## config.mk

```make
export PLATFORM = sky130hd
export DESIGN_NAME = axi_lite_fifo_ctrl_flat
export DESIGN_NICKNAME = d
export VERILOG_FILES = /design/src/rtl/axi_lite_fifo_ctrl_if.sv /design/src/rtl/axi_lite_fifo_ctrl.sv /design/src/flat_wrapper.sv
export SDC_FILE = /design/constraint.sdc
export NUM_CORES = 1
export LEC_CHECK = 0
export CORE_MARGIN = 3
export CORE_UTILIZATION = 42
export DETAILED_ROUTE_END_ITERATION = 16
export PLACE_DENSITY_LB_ADDON = 0.15
export SLEW_MARGIN = 15
export SYNTH_ARGS = -nofsm -noshare
export SYNTH_HDL_FRONTEND = slang
export SYNTH_SLANG_ARGS = --single-unit
```

## constraint.sdc

```tcl
create_clock -name clk_axi -period 5.68 [get_ports clk_axi]
set_input_delay 0.568 -clock clk_axi [delete_from_list [all_inputs] [get_ports clk_axi]]
set_output_delay 0.568 -clock clk_axi [all_outputs]
set_load 0.01 [all_outputs]
```

## src/rtl/axi_lite_fifo_ctrl_if.sv

```systemverilog
// AXI4-Lite bus bundle between the interconnect (master) and the FIFO write-side controller (slave).
interface axi_lite_if;
  logic [3:0]  awaddr;
  logic        awvalid;
  logic        awready;
  logic [31:0] wdata;
  logic [3:0]  wstrb;
  logic        wvalid;
  logic        wready;
  logic [1:0]  bresp;
  logic        bvalid;
  logic        bready;
  logic [3:0]  araddr;
  logic        arvalid;
  logic        arready;
  logic [31:0] rdata;
  logic [1:0]  rresp;
  logic        rvalid;
  logic        rready;

  modport master (
    output awaddr, awvalid, wdata, wstrb, wvalid, bready, araddr, arvalid, rready,
    input  awready, wready, bresp, bvalid, arready, rdata, rresp, rvalid
  );

  modport slave (
    input  awaddr, awvalid, wdata, wstrb, wvalid, bready, araddr, arvalid, rready,
    output awready, wready, bresp, bvalid, arready, rdata, rresp, rvalid
  );
endinterface

```

## src/rtl/axi_lite_fifo_ctrl.sv

```systemverilog
// AXI4-Lite slave on the clk_axi side of the async FIFO: DATA pushes with full back-pressure,
// status/drop-count reads, flush strobes.
//  state  | meaning
//  W_IDLE | collecting AW and W independently
//  W_EXEC | performing the latched write (may stall while FIFO is full)
//  W_RESP | presenting bresp until bready
//  R_IDLE | ready for a read address
//  R_RESP | presenting rdata/rresp until rready
module axi_lite_fifo_ctrl #(
  parameter int LVL_W        = 5,
  parameter int FULL_TIMEOUT = 16,
  parameter int DROP_W       = 16
) (
  input  logic             clk_axi,
  input  logic             axi_resetn,
  axi_lite_if.slave        axi,
  output logic             fifo_wr_en,
  output logic [31:0]      fifo_wr_data,
  output logic             fifo_flush,
  input  logic             fifo_full,
  input  logic [LVL_W-1:0] fifo_wr_level
);

  typedef enum logic [1:0] {W_IDLE, W_EXEC, W_RESP} w_state_t;
  typedef enum logic {R_IDLE, R_RESP} r_state_t;

  localparam logic [1:0] RESP_OKAY   = 2'b00;
  localparam logic [1:0] RESP_SLVERR = 2'b10;
  localparam logic [1:0] REG_DATA    = 2'd0;
  localparam logic [1:0] REG_STATUS  = 2'd1;
  localparam logic [1:0] REG_CTRL    = 2'd2;
  localparam logic [1:0] REG_DROP    = 2'd3;
  localparam int         STALL_W     = $clog2(FULL_TIMEOUT + 2);
  localparam logic [STALL_W-1:0] STALL_MAX = STALL_W'(FULL_TIMEOUT);

  w_state_t w_state, w_next;
  r_state_t r_state, r_next;

  logic               aw_held, w_held;
  logic [3:0]         aw_addr_q;
  logic [31:0]        w_data_q;
  logic [3:0]         w_strb_q;
  logic [STALL_W-1:0] stall_cnt;
  logic [DROP_W-1:0]  drop_cnt;
  logic [31:0]        last_pushed;
  logic [1:0]         bresp_q;
  logic [31:0]        rdata_q;
  logic [1:0]         rresp_q;

  logic        aw_hs, w_hs, ar_hs;
  logic        exec_done, stall_inc, drop_inc, drop_clr;
  logic [1:0]  exec_resp;
  logic [31:0] rd_data;
  logic [1:0]  rd_resp;
  logic [31:0] status_word;

  // Ready/valid outputs are decoded purely from registered state.
  assign axi.awready = (w_state == W_IDLE) && !aw_held;
  assign axi.wready  = (w_state == W_IDLE) && !w_held;
  assign axi.bvalid  = (w_state == W_RESP);
  assign axi.bresp   = bresp_q;
  assign axi.arready = (r_state == R_IDLE);
  assign axi.rvalid  = (r_state == R_RESP);
  assign axi.rdata   = rdata_q;
  assign axi.rresp   = rresp_q;

  assign aw_hs = axi.awvalid && axi.awready;
  assign w_hs  = axi.wvalid && axi.wready;
  assign ar_hs = axi.arvalid && axi.arready;

  assign fifo_wr_data = fifo_wr_en ? w_data_q : '0;

  always_ff @(posedge clk_axi or negedge axi_resetn) begin
    if (!axi_resetn) begin
      w_state <= W_IDLE;
      r_state <= R_IDLE;
    end else begin
      w_state <= w_next;
      r_state <= r_next;
    end
  end

  always_comb begin
    w_next     = w_state;
    fifo_wr_en = 1'b0;
    fifo_flush = 1'b0;
    exec_done  = 1'b0;
    exec_resp  = RESP_OKAY;
    stall_inc  = 1'b0;
    drop_inc   = 1'b0;
    drop_clr   = 1'b0;
    case (w_state)
      W_IDLE: begin
        if ((aw_held || aw_hs) && (w_held || w_hs)) w_next = W_EXEC;
      end
      W_EXEC: begin
        exec_done = 1'b1;
        if (aw_addr_q[1:0] != 2'b00) begin
          exec_resp = RESP_SLVERR;
        end else begin
          case (aw_addr_q[3:2])
            REG_DATA: begin
              if (w_strb_q != 4'hF) begin
                exec_resp = RESP_SLVERR;
              end else if (!fifo_full) begin
                fifo_wr_en = 1'b1;
              end else if (stall_cnt == STALL_MAX) begin
                exec_resp = RESP_SLVERR;
                drop_inc  = 1'b1;
              end else begin
                exec_done = 1'b0;
                stall_inc = 1'b1;
              end
            end
            REG_STATUS: exec_resp = RESP_SLVERR;
            REG_CTRL:   fifo_flush = w_data_q[0];
            REG_DROP:   drop_clr = 1'b1;
          endcase
        end
        if (exec_done) w_next = W_RESP;
      end
      W_RESP: begin
        if (axi.bready) w_next = W_IDLE;
      end
      default: w_next = W_IDLE;
    endcase
  end

  always_ff @(posedge clk_axi or negedge axi_resetn) begin
    if (!axi_resetn) begin
      aw_held     <= 1'b0;
      w_held      <= 1'b0;
      aw_addr_q   <= '0;
      w_data_q    <= '0;
      w_strb_q    <= '0;
      stall_cnt   <= '0;
      drop_cnt    <= '0;
      last_pushed <= '0;
      bresp_q     <= RESP_OKAY;
    end else begin
      if (aw_hs) begin
        aw_held   <= 1'b1;
        aw_addr_q <= axi.awaddr;
      end
      if (w_hs) begin
        w_held   <= 1'b1;
        w_data_q <= axi.wdata;
        w_strb_q <= axi.wstrb;
      end
      // Hold flags drop as the pair is consumed, overriding a same-cycle capture.
      if (w_state == W_IDLE && w_next == W_EXEC) begin
        aw_held <= 1'b0;
        w_held  <= 1'b0;
      end
      if (stall_inc) stall_cnt <= stall_cnt + STALL_W'(1);
      else if (w_state == W_RESP && axi.bready) stall_cnt <= '0;
      if (exec_done) bresp_q <= exec_resp;
      if (fifo_wr_en) last_pushed <= w_data_q;
      if (drop_clr) drop_cnt <= '0;
      else if (drop_inc && drop_cnt != '1) drop_cnt <= drop_cnt + DROP_W'(1);
    end
  end

  always_comb begin
    status_word = '0;
    status_word[8 +: LVL_W] = fifo_wr_level;
    status_word[1] = (fifo_wr_level == '0);
    status_word[0] = fifo_full;
  end

  always_comb begin
    r_next  = r_state;
    rd_data = '0;
    rd_resp = RESP_OKAY;
    case (r_state)
      R_IDLE: if (axi.arvalid) r_next = R_RESP;
      R_RESP: if (axi.rready) r_next = R_IDLE;
      default: r_next = R_IDLE;
    endcase
    if (axi.araddr[1:0] != 2'b00) begin
      rd_resp = RESP_SLVERR;
    end else begin
      case (axi.araddr[3:2])
        REG_DATA:   rd_data = last_pushed;
        REG_STATUS: rd_data = status_word;
        REG_CTRL:   rd_data = '0;
        REG_DROP:   rd_data = 32'(drop_cnt);
      endcase
    end
  end

  always_ff @(posedge clk_axi or negedge axi_resetn) begin
    if (!axi_resetn) begin
      rdata_q <= '0;
      rresp_q <= RESP_OKAY;
    end else if (ar_hs) begin
      rdata_q <= rd_data;
      rresp_q <= rd_resp;
    end
  end

endmodule

```

## src/flat_wrapper.sv

```systemverilog
// flat-port wrapper written by rule: the top's interface ports become plain ports
module axi_lite_fifo_ctrl_flat 
#(
  parameter int LVL_W        = 5,
  parameter int FULL_TIMEOUT = 16,
  parameter int DROP_W       = 16
)
  (clk_axi, axi_resetn, fifo_wr_en, fifo_wr_data, fifo_flush, fifo_full, fifo_wr_level, axi_awaddr, axi_awvalid, axi_wdata, axi_wstrb, axi_wvalid, axi_bready, axi_araddr, axi_arvalid, axi_rready, axi_awready, axi_wready, axi_bresp, axi_bvalid, axi_arready, axi_rdata, axi_rresp, axi_rvalid);
  axi_lite_if axi_i ();
  input  logic clk_axi;
  input  logic axi_resetn;
  output logic fifo_wr_en;
  output logic [31:0] fifo_wr_data;
  output logic fifo_flush;
  input  logic fifo_full;
  input  logic [LVL_W-1:0] fifo_wr_level;
  input wire logic [$bits(axi_i.awaddr)-1:0] axi_awaddr;
  input wire logic [$bits(axi_i.awvalid)-1:0] axi_awvalid;
  input wire logic [$bits(axi_i.wdata)-1:0] axi_wdata;
  input wire logic [$bits(axi_i.wstrb)-1:0] axi_wstrb;
  input wire logic [$bits(axi_i.wvalid)-1:0] axi_wvalid;
  input wire logic [$bits(axi_i.bready)-1:0] axi_bready;
  input wire logic [$bits(axi_i.araddr)-1:0] axi_araddr;
  input wire logic [$bits(axi_i.arvalid)-1:0] axi_arvalid;
  input wire logic [$bits(axi_i.rready)-1:0] axi_rready;
  output wire logic [$bits(axi_i.awready)-1:0] axi_awready;
  output wire logic [$bits(axi_i.wready)-1:0] axi_wready;
  output wire logic [$bits(axi_i.bresp)-1:0] axi_bresp;
  output wire logic [$bits(axi_i.bvalid)-1:0] axi_bvalid;
  output wire logic [$bits(axi_i.arready)-1:0] axi_arready;
  output wire logic [$bits(axi_i.rdata)-1:0] axi_rdata;
  output wire logic [$bits(axi_i.rresp)-1:0] axi_rresp;
  output wire logic [$bits(axi_i.rvalid)-1:0] axi_rvalid;
  assign axi_i.awaddr = axi_awaddr;
  assign axi_i.awvalid = axi_awvalid;
  assign axi_i.wdata = axi_wdata;
  assign axi_i.wstrb = axi_wstrb;
  assign axi_i.wvalid = axi_wvalid;
  assign axi_i.bready = axi_bready;
  assign axi_i.araddr = axi_araddr;
  assign axi_i.arvalid = axi_arvalid;
  assign axi_i.rready = axi_rready;
  assign axi_awready = axi_i.awready;
  assign axi_wready = axi_i.wready;
  assign axi_bresp = axi_i.bresp;
  assign axi_bvalid = axi_i.bvalid;
  assign axi_arready = axi_i.arready;
  assign axi_rdata = axi_i.rdata;
  assign axi_rresp = axi_i.rresp;
  assign axi_rvalid = axi_i.rvalid;
  axi_lite_fifo_ctrl #(.LVL_W(LVL_W), .FULL_TIMEOUT(FULL_TIMEOUT), .DROP_W(DROP_W)) u_core (.clk_axi(clk_axi), .axi_resetn(axi_resetn), .axi(axi_i), .fifo_wr_en(fifo_wr_en), .fifo_wr_data(fifo_wr_data), .fifo_flush(fifo_flush), .fifo_full(fifo_full), .fifo_wr_level(fifo_wr_level));
endmodule
```

# [Yosys cells after proc, flatten, opt, wreduce, memory -nomap -nowiden]
# Index checks and enable logic that the tools add are counted.
# W data, S select, Z words.
[totals] out_inout_bits=75 wordCells=105 regBits=134 input_bits=57
[op_classes] bitwise=1 n_mux=54 eq_ne=12 addsub=2 reduce_logical=23
[ops] cell="$pmux W32 S4" n=1
[ops] cell="$mux W32" n=2
[ops] cell="$mux W1" n=35
[ops] cell="$mux W16" n=2
[ops] cell="$mux W2" n=9
[ops] cell="$add A16 B1 Y16 const B" n=1
[ops] cell="$ne A16 B16 Y1 const B" n=1
[ops] cell="$reduce_bool A2 Y1" n=6
[ops] cell="$eq A2 B2 Y1 const B" n=5
[ops] cell="$mux W5" n=2
[ops] cell="$logic_and A1 B1 Y1" n=9
[ops] cell="$eq A2 B1 Y1 const B" n=4
[ops] cell="$logic_not A2 Y1" n=3
[ops] cell="$pmux W2 S3" n=1
[ops] cell="$add A5 B1 Y5 const B" n=1
[ops] cell="$eq A5 B5 Y1 const B" n=1
[ops] cell="$logic_not A5 Y1" n=1
[ops] cell="$ne A4 B4 Y1 const B" n=1
[ops] cell="$pmux W2 S2" n=1
[ops] cell="$logic_not A1 Y1" n=2
[ops] cell="$logic_or A1 B1 Y1" n=2
[ops] cell="$pmux W1 S2" n=1
[ops] cell="$not A1 Y1" n=1

# [Depth between registers and ports, before layout]
[logic_depth] ltp_word=12 ltp_mapped=8 mapped_depth_nobuf=7

# [Worst setup path before layout]
# Ideal clock, no wire load.
[synth_path] path_kind="flip-flop to output port" startpoint="register u_core.aw_addr_q[1]" endpoint="output fifo_wr_data[22]" path_slack_ns=3.288 path_stages_with_launch=7 arrival_ns=1.824 path_buffers=2 required_ns=5.112 path_cell_list="dfrtp_1 nor4b_4 nand3_4 nor3_1 buf_2 clkbuf_1 and2_1"
[synth_between] elab_chain_cells=4
[synth_rtl] item="start: declaration" line_no="axi_lite_fifo_ctrl.sv:40" source="logic [3:0] aw_addr_q;"
[synth_rtl] item="start signal: assignment" line_no="axi_lite_fifo_ctrl.sv:143" source="aw_addr_q <= axi.awaddr;"
[synth_rtl] item="$reduce_bool A2 Y1" line_no="axi_lite_fifo_ctrl.sv:98" source="if (aw_addr_q[1:0] != 2'b00) begin"
[synth_rtl] item="$mux W1" line_no="axi_lite_fifo_ctrl.sv:98"
[synth_rtl] item="$mux W1" line_no="axi_lite_fifo_ctrl.sv:92" source="case (w_state)"
[synth_rtl] item="via fifo_wr_en" line_no="flat_wrapper.sv:12" source="output logic fifo_wr_en;"
[synth_rtl] item="$mux W32" line_no="axi_lite_fifo_ctrl.sv:71" source="assign fifo_wr_data = fifo_wr_en ? w_data_q : '0;"
[synth_rtl] item="end: declaration" line_no="flat_wrapper.sv:13" source="output logic [31:0] fifo_wr_data;"
# The timed path passes the listed nets, and every way through them passes these cells.

# [Worst setup path in the final report]
[layout_path] startpoint="register u_core.w_state[1]" endpoint="output fifo_wr_data[16]"
[layout_between] elab_chain_cells=3
[layout_rtl] item="start: declaration" line_no="axi_lite_fifo_ctrl.sv:36" source="w_state_t w_state, w_next;"
[layout_rtl] item="start signal: assignment" line_no="axi_lite_fifo_ctrl.sv:78" source="w_state <= w_next;"
[layout_rtl] item="$eq A2 B1 Y1" line_no="axi_lite_fifo_ctrl.sv:92"
[layout_rtl] item="$mux W1" line_no="axi_lite_fifo_ctrl.sv:92"
[layout_rtl] item="$mux W32" line_no="axi_lite_fifo_ctrl.sv:71"
# No other way between the ends.

==> run_results.csv <==
group,metric,value,unit
timing,slew-limit-headroom,27.6,%
flow_run,cap_violations,0,
cts,holdBufCountCts,0,
cells_and_area,layout_commonest_cell,"dfrtp_1",
routing,drc,0,
cts,insertion_delay,0.41,ns
power,peakVddDrop,0.000303,V
routing,wl_per_cell,17.6,um
grt,grt_max_degree,69,
logic_synthesis,synth_edf_count,0,
cts,cts_tree,"done",
power,pwr-share-comb,17.2,%
cts,clockRootBuffer,"clkbuf_16",
logic_synthesis,postSynthAreaPerCell,11.9,um^2
cells_and_area,final_cell_mix,"132 x dfrtp_1, 128 x clkdlybuf4s50_1, 73 x mux2_2",
placement,dpl.cell_count,773,
logic_synthesis,synth_cells,490,
routing,wirelength,14100,um
routing,firstDrtPassIters,5,
cts,htree_levels,4,
logic_synthesis,synth_area_leader_cell,"dfrtp_1",
cells_and_area,fin_cells,805,
logic_synthesis,yosys.area.top_type_share,56.5,%
cts,postCtsSetupBuffers,0,
logic_synthesis,syn-cell-area,0.00585,mm^2
timing,setup_viol,0,
critical_path,path_max_fanout,65,
routing,antenna_left,0,
floorplanning,num_io_pins,132,
logic_synthesis,ys_seq_elements,132,
grt,gr-usage-all-layers,19.5,%
floorplanning,core,0.0135,mm^2
hold_path,hold_class,"input pin to async pin",
grt,first_global_vias,4419,
cells_and_area,final_net_count,676,
cts,cts_buffers,17,
critical_path,cp.required,5.11,ns
critical_path,cp-end-kind,"output port",
cts,clk_pin_slew_worst_paths,0.06,ns
logic_synthesis,seq_area_frac_synth,56.5,%
power,clkPwrFrac,37.8,%
floorplanning,rows,42,
cts,cts_sinks,132,
critical_path,criticalPathCategory,"register to output port",
power,internal_power,0.00213,W
cells_and_area,synthToLayoutAreaGrowth,34.7,%
power,netSwitchingFraction,26.1,%
timing,max_freq,0.277,GHz
power,power.switching,0.000752,W
timing,rsz0062_at_grt,"no",
cells_and_area,ff_latch_area,0.00330,mm^2
placement,gp_congestion,0.862,
timing,hold_slack,0.146,ns
power,cellPowerDensity,366,mW/mm^2
cells_and_area,n_antenna_cell,0,
floorplanning,dieArea,0.0154,mm^2
logic_synthesis,synth-async-reset-ratio,100,%
power,power.share.sequential,45.0,%
floorplanning,initial_core_util,43.5,%
timing,finalHoldViolations,0,
routing,via_per_inst,5.25,
routing,vias,4223,
timing,finClkSkew,0.00825,ns
timing,maxSlewViolCount,0,
logic_synthesis,synth_area_leaders,"dfrtp_1 56%, mux2_2 14%, and2_1 3.6%",
cts,postCtsResizedCells,0,
power,power.leakage,3.38,nW
cells_and_area,drive_above_1_share,19.4,%
critical_path,startpoint_type,"register",
run_status,status,"complete, no violations",
timing,finalCritPeriodShare,63.5,%
cts,clockBufferDepth,2,
cells_and_area,multi_input_area,0.00241,mm^2
timing,fin_crit,3.61,ns
critical_path,critPathArrivalTime,3.04,ns
timing,worst_slew_pin_slew,1.08,ns
logic_synthesis,ys_types,56,
floorplanning,die_w,124,um
cells_and_area,fill_cells,1153,
cells_and_area,fin_util,58.6,%
placement,dp.final_hpwl,9800,um
floorplanning,die_h,124,um
grt,grt_pass1_wl,23000,um
logic_synthesis,ys.flop_type,"dfrtp_1",
grt,globalRouteOverflowTotal,0,
placement,io_buffers,129,
timing,tns,0,ns
logic_synthesis,yosysWarnings,0,
routing,drt-initial-drc-count,272,
grt,antenna_found_initial,0,
[final cells by class]
cell class                      instances  area share, %
Clock buffer                           24           6.37
Clock inverter                          8           1.24
Inverter                                8          0.381
Multi-Input combinational cell        325           30.6
Sequential cell                       132           41.9
Tap cell                              176           2.79
Timing Repair Buffer                  132           16.7
[stage by stage]
| stage | total power [W] | instance area (um^2) | setup slack, ns |
|---|---|---|---|
| floorplan | 0.00159 | 5850 | 3.29 |
| global placement | 0.00179 | 7280 | 2.49 |
| detailed placement | 0.00181 | 7280 | 2.48 |
| CTS | 0.00291 | 7880 | 2.02 |
| global route | 0.00303 | 7880 | 1.83 |
| finish | 0.00288 | 7880 | 2.07 |
[critical path, stage by stage (launching register included)]
cell,delay (ns)
dfrtp_1,0.47
nor4b_4,0.46
nand3_4,0.20
nor3_2,0.14
buf_4,0.56
and2_1,0.22
clkdlybuf4s50_1,0.54
[kinds of logic after synthesis]
logic type | count (synthesis) | share of synthesized area, %
other cells | 1 | 0.0641
flops | 132 | 56.5
simple gates | 147 | 14.1
mux | 80 | 15.3
compound gates | 84 | 9.58
buf+inv | 34 | 2.55
fa+ha+maj | 3 | 0.642
xor+xnor | 9 | 1.35
[registers in the layout, indices dropped and copies added (netlist names)]
| name | count |
|---|---|
| u_core.stall_cnt | 5 |
| u_core.axi.rvalid | 1 |
| u_core.last_pushed | 32 |
| u_core.axi.rdata | 32 |
| u_core.drop_cnt | 16 |
| u_core.w_data_q | 32 |
| u_core.aw_addr_q | 4 |
| u_core.axi.rresp | 1 |
| u_core.w_state | 2 |
| u_core.aw_held | 1 |
| u_core.w_held | 1 |
| u_core.axi.bresp | 1 |
| u_core.w_strb_q | 4 |
[power by group through the flow]
| stage | combinational (W) | clock, W | sequential [W] |
|---|---|---|---|
| 6_report | 0.000495 | 0.00109 | 0.00129 |
| 5_1_grt | 0.000546 | 0.00115 | 0.00133 |
| 4_1_cts | 0.000504 | 0.00111 | 0.00130 |
| 3_5_place_dp | 0.000497 | 0 | 0.00131 |
| 3_3_place_gp | 0.000485 | 0 | 0.00130 |
| 2_1_floorplan | 0.000341 | 0 | 0.00125 |
[metal layers]
layer / up-vias / global-route usage [%] / wire, um
li1: 2008 / - / -
met1: 2068 / 26.0 / 6320
met2: 128 / 30.6 / 6730
met3: 19 / 5.45 / 857
met4: 0 / 7.39 / 229
met5: - / 0 / 0
[synth_stat cells, types with 2 or more instances]
master     number
a211oi_1        2
a21o_1          2
a21oi_1        15
a22o_1         16
a22oi_1         9
and2_1         34
and3_1          4
buf_2           8
buf_4           3
clkbuf_1       15
dfrtp_1       132
ha_1            3
inv_1           8
mux2_2         73
mux2i_1         7
nand2_1        28
nand2b_1        3
nand3_1        11
nand4_1         4
nor2_1         26
nor2b_1         2
nor3_1         12
nor4_1          2
o2111ai_1       2
o21ai_0        26
o31ai_1         2
or3_1           4
or4_1           2
xnor2_1         4
xor2_1          5
[path summary, 6_finish.rpt]
path,to,depth (start not counted),slack (ns),from
max,fifo_wr_data[16],6,2.07,u_core.w_state[1]
min,u_core.w_data_q[12],1,0.15,axi_resetn
max reg2reg,u_core.axi.rdata[28],6,3.05,u_core.axi.rvalid
min reg2reg,u_core.axi.rdata[26],1,0.49,u_core.last_pushed[26]
max in group asynchronous,u_core.w_data_q[25],2,4.24,axi_resetn
min in group clk_axi,u_core.axi.rdata[26],1,0.49,u_core.last_pushed[26]
Power figures use the tool's default switching activity.
==> variant: new RTL, config.mk and constraints unchanged <==
Reset style: synchronous (`axi_resetn`), changed in 3 clocked blocks. Comments in the files are not updated.
--- a/src/rtl/axi_lite_fifo_ctrl.sv
+++ b/src/rtl/axi_lite_fifo_ctrl.sv
@@ -70,7 +70,7 @@
 
   assign fifo_wr_data = fifo_wr_en ? w_data_q : '0;
 
-  always_ff @(posedge clk_axi or negedge axi_resetn) begin
+  always_ff @(posedge clk_axi) begin
     if (!axi_resetn) begin
       w_state <= W_IDLE;
       r_state <= R_IDLE;
@@ -126,7 +126,7 @@
     endcase
   end
 
-  always_ff @(posedge clk_axi or negedge axi_resetn) begin
+  always_ff @(posedge clk_axi) begin
     if (!axi_resetn) begin
       aw_held     <= 1'b0;
       w_held      <= 1'b0;
@@ -189,7 +189,7 @@
     end
   end
 
-  always_ff @(posedge clk_axi or negedge axi_resetn) begin
+  always_ff @(posedge clk_axi) begin
     if (!axi_resetn) begin
       rdata_q <= '0;
       rresp_q <= RESP_OKAY;
Check against the original RTL: differs if axi_resetn is asserted again (counterexample within 4 cycles, from zero or initial values and one cycle with axi_resetn low); with axi_resetn held inactive, the same outputs for 4 cycles.
==> variant against the original RTL <==
Non-clock buffer count increased by 3. Worst hold slack improved by 300 ps. Sequential share of layout area is 7.2 points lower. Synthesized area is 3.3% lower. Routed wire length grew 3.1%. Setup slack improved by 310 ps. Sequential cell count stayed put. Utilization is 0.54 points higher. Register-to-register slack improved by 60 ps. Cell area decreased by 3.4%. Critical endpoint is now fifo_wr_data[12].
Power is not compared: it rests on default switching activity, and its combinational part moved more than twofold at a synthesized area within 25%.
==> variant: results (changes against the original RTL) <==
* R2r startpoint: u_core.axi.rvalid
* Tightest Hold Check Type: register to register
* Layout fillers at 1,152 (-0.087%)
* Routed length on met2 at 6.94 mm (+3.2%)
* Layout net count at 834 (+23%)
* Placed Cells at 926 (+20%)
* Vias in the first global route at 4,772 (+8.0%)
* Synth top cells by count: 158 x nand2_1, 132 x dfxtp_1, 40 x nor2b_1, 38 x a21boi_0, 38 x inv_1
* WP data arrival at 2730 ps (-310 ps)
* First-pass GRT wire length at 23.4 mm (+1.5%)
* RR Endpoint: u_core.axi.rdata[5]
* Synth area leaders: dfxtp_1 47%, nand2_1 10%, a21boi_0 5.0%, nor2b_1 4.4%, a21boi_1 4.4%
* FFs w/ async S/R, synth at 0 (-1.00)
* CP max FO at 33 (-49%)
* Met1 WL at 6.42 mm (+1.5%)
* Pre-CTS setup slack at 2140 ps (-336 ps)
* Primary FF master, synth: dfxtp_1
* Yosys cell types at 51 (-8.9%)
* Worst VDD drop at 0.211 mV
* Gr usage total at 0.201 (+0.00583)
* H-tree depth reported by CTS at 4 (unchanged)
* Status: complete, no violations
* HPWL Detailed at 10.2 mm (+4.2%)
* Cell Area, Placed at 7000 µm² (-3.8%)
* Leakage power at 0.00298 µW
* Layout cells sized above 1 at 0.0597 (-0.134)
* DR WL met3 at 929 µm (+8.4%)
* Total wire length at 14.6 mm (+3.1%)
* Clock skew at 5.71 ps (-2.53 ps)
* Hold path depth at 2
* Slowest cell on the critical path: clkdlybuf4s50_1
* Relative slew margins at 0.456 (+0.180)
* Maximum number of pins on one net before global-route repair at 77 (+12%)
* Via/cell ratio at 5.08 (-3.1%)
* Grt total ovfl at 0 (unchanged)
* Root Buffer Master: clkbuf_16
* Seq/Total Area, Yosys at 0.467 (-0.0977)
* Final GP Congestion at 0.832 (-3.5%)
* Total number of vias at 4,874 (+15%)
* Mapped Area at 5660 µm² (-3.3%)
* Initial DRC count at 337 (+24%)
* Syn avg cell area at 8.56 µm² (-28%)
* Initial antenna violation count at 0 (unchanged)
* Final hold slack at 450 ps (+304 ps)
* R2R Setup Slk at 3110 ps (+60 ps)
## variant: cell count changes after synthesis, moves of 16 or more
cell      unedited run  this run
mux2_2              73         1
a22o_1              16         0
a21boi_0             1        38
inv_1                8        38
dfrtp_1            132         0
a21boi_1             0        33
dfxtp_1              0       132
and2_1              34         3
nand2_1             28       158
nor2b_1              2        40
## variant: how the worst max path moves through the flow
stage                   startpoint                   to  slack (ps)  depth (start not counted)
2_1_floorplan  u_core.aw_addr_q[2]     fifo_wr_data[22]        3620                          6
3_3_place_gp           axi_arvalid  u_core.axi.rdata[7]        2270                          6
3_5_place_dp           axi_arvalid  u_core.axi.rdata[7]        2140                          6
4_1_cts        u_core.aw_addr_q[2]     fifo_wr_data[12]        2370                          7
5_1_grt        u_core.aw_addr_q[2]     fifo_wr_data[12]        2270                          7
6_report       u_core.aw_addr_q[2]     fifo_wr_data[12]        2380                          7
## variant: final cells by class
class	instances	area (µm²)	share of cell area
Sequential cell	132	2640	0.347
Timing Repair Buffer	135	1340	0.176
Inverter	38	143	0.0187
Clock inverter	12	126	0.0166
Multi-Input combinational cell	450	2680	0.352
Tap cell	172	215	0.0283
Clock buffer	20	467	0.0613
## variant: logic make-up after synthesis
logic type / after synthesis / share of synthesized area
flops: 132 / 0.467
mux: 12 / 0.0215
simple gates: 293 / 0.256
compound gates: 128 / 0.168
buf+inv: 80 / 0.0613
fa+ha+maj: 3 / 0.00664
other cells: 1 / 0.000663
xor+xnor: 12 / 0.0186
## variant: routing by layer
metal,vias to the layer above,GRT usage
li1,2459,-
met1,2268,0.248
met2,124,0.325
met3,23,0.0724
met4,0,0.0735
met5,-,0
## variant: power by group
part	switching [µW]	leakage [µW]	internal, µW
Clock	403	0.000292	679
Combinational	85.1	0.00161	85.2
Sequential	20.0	0.00107	955
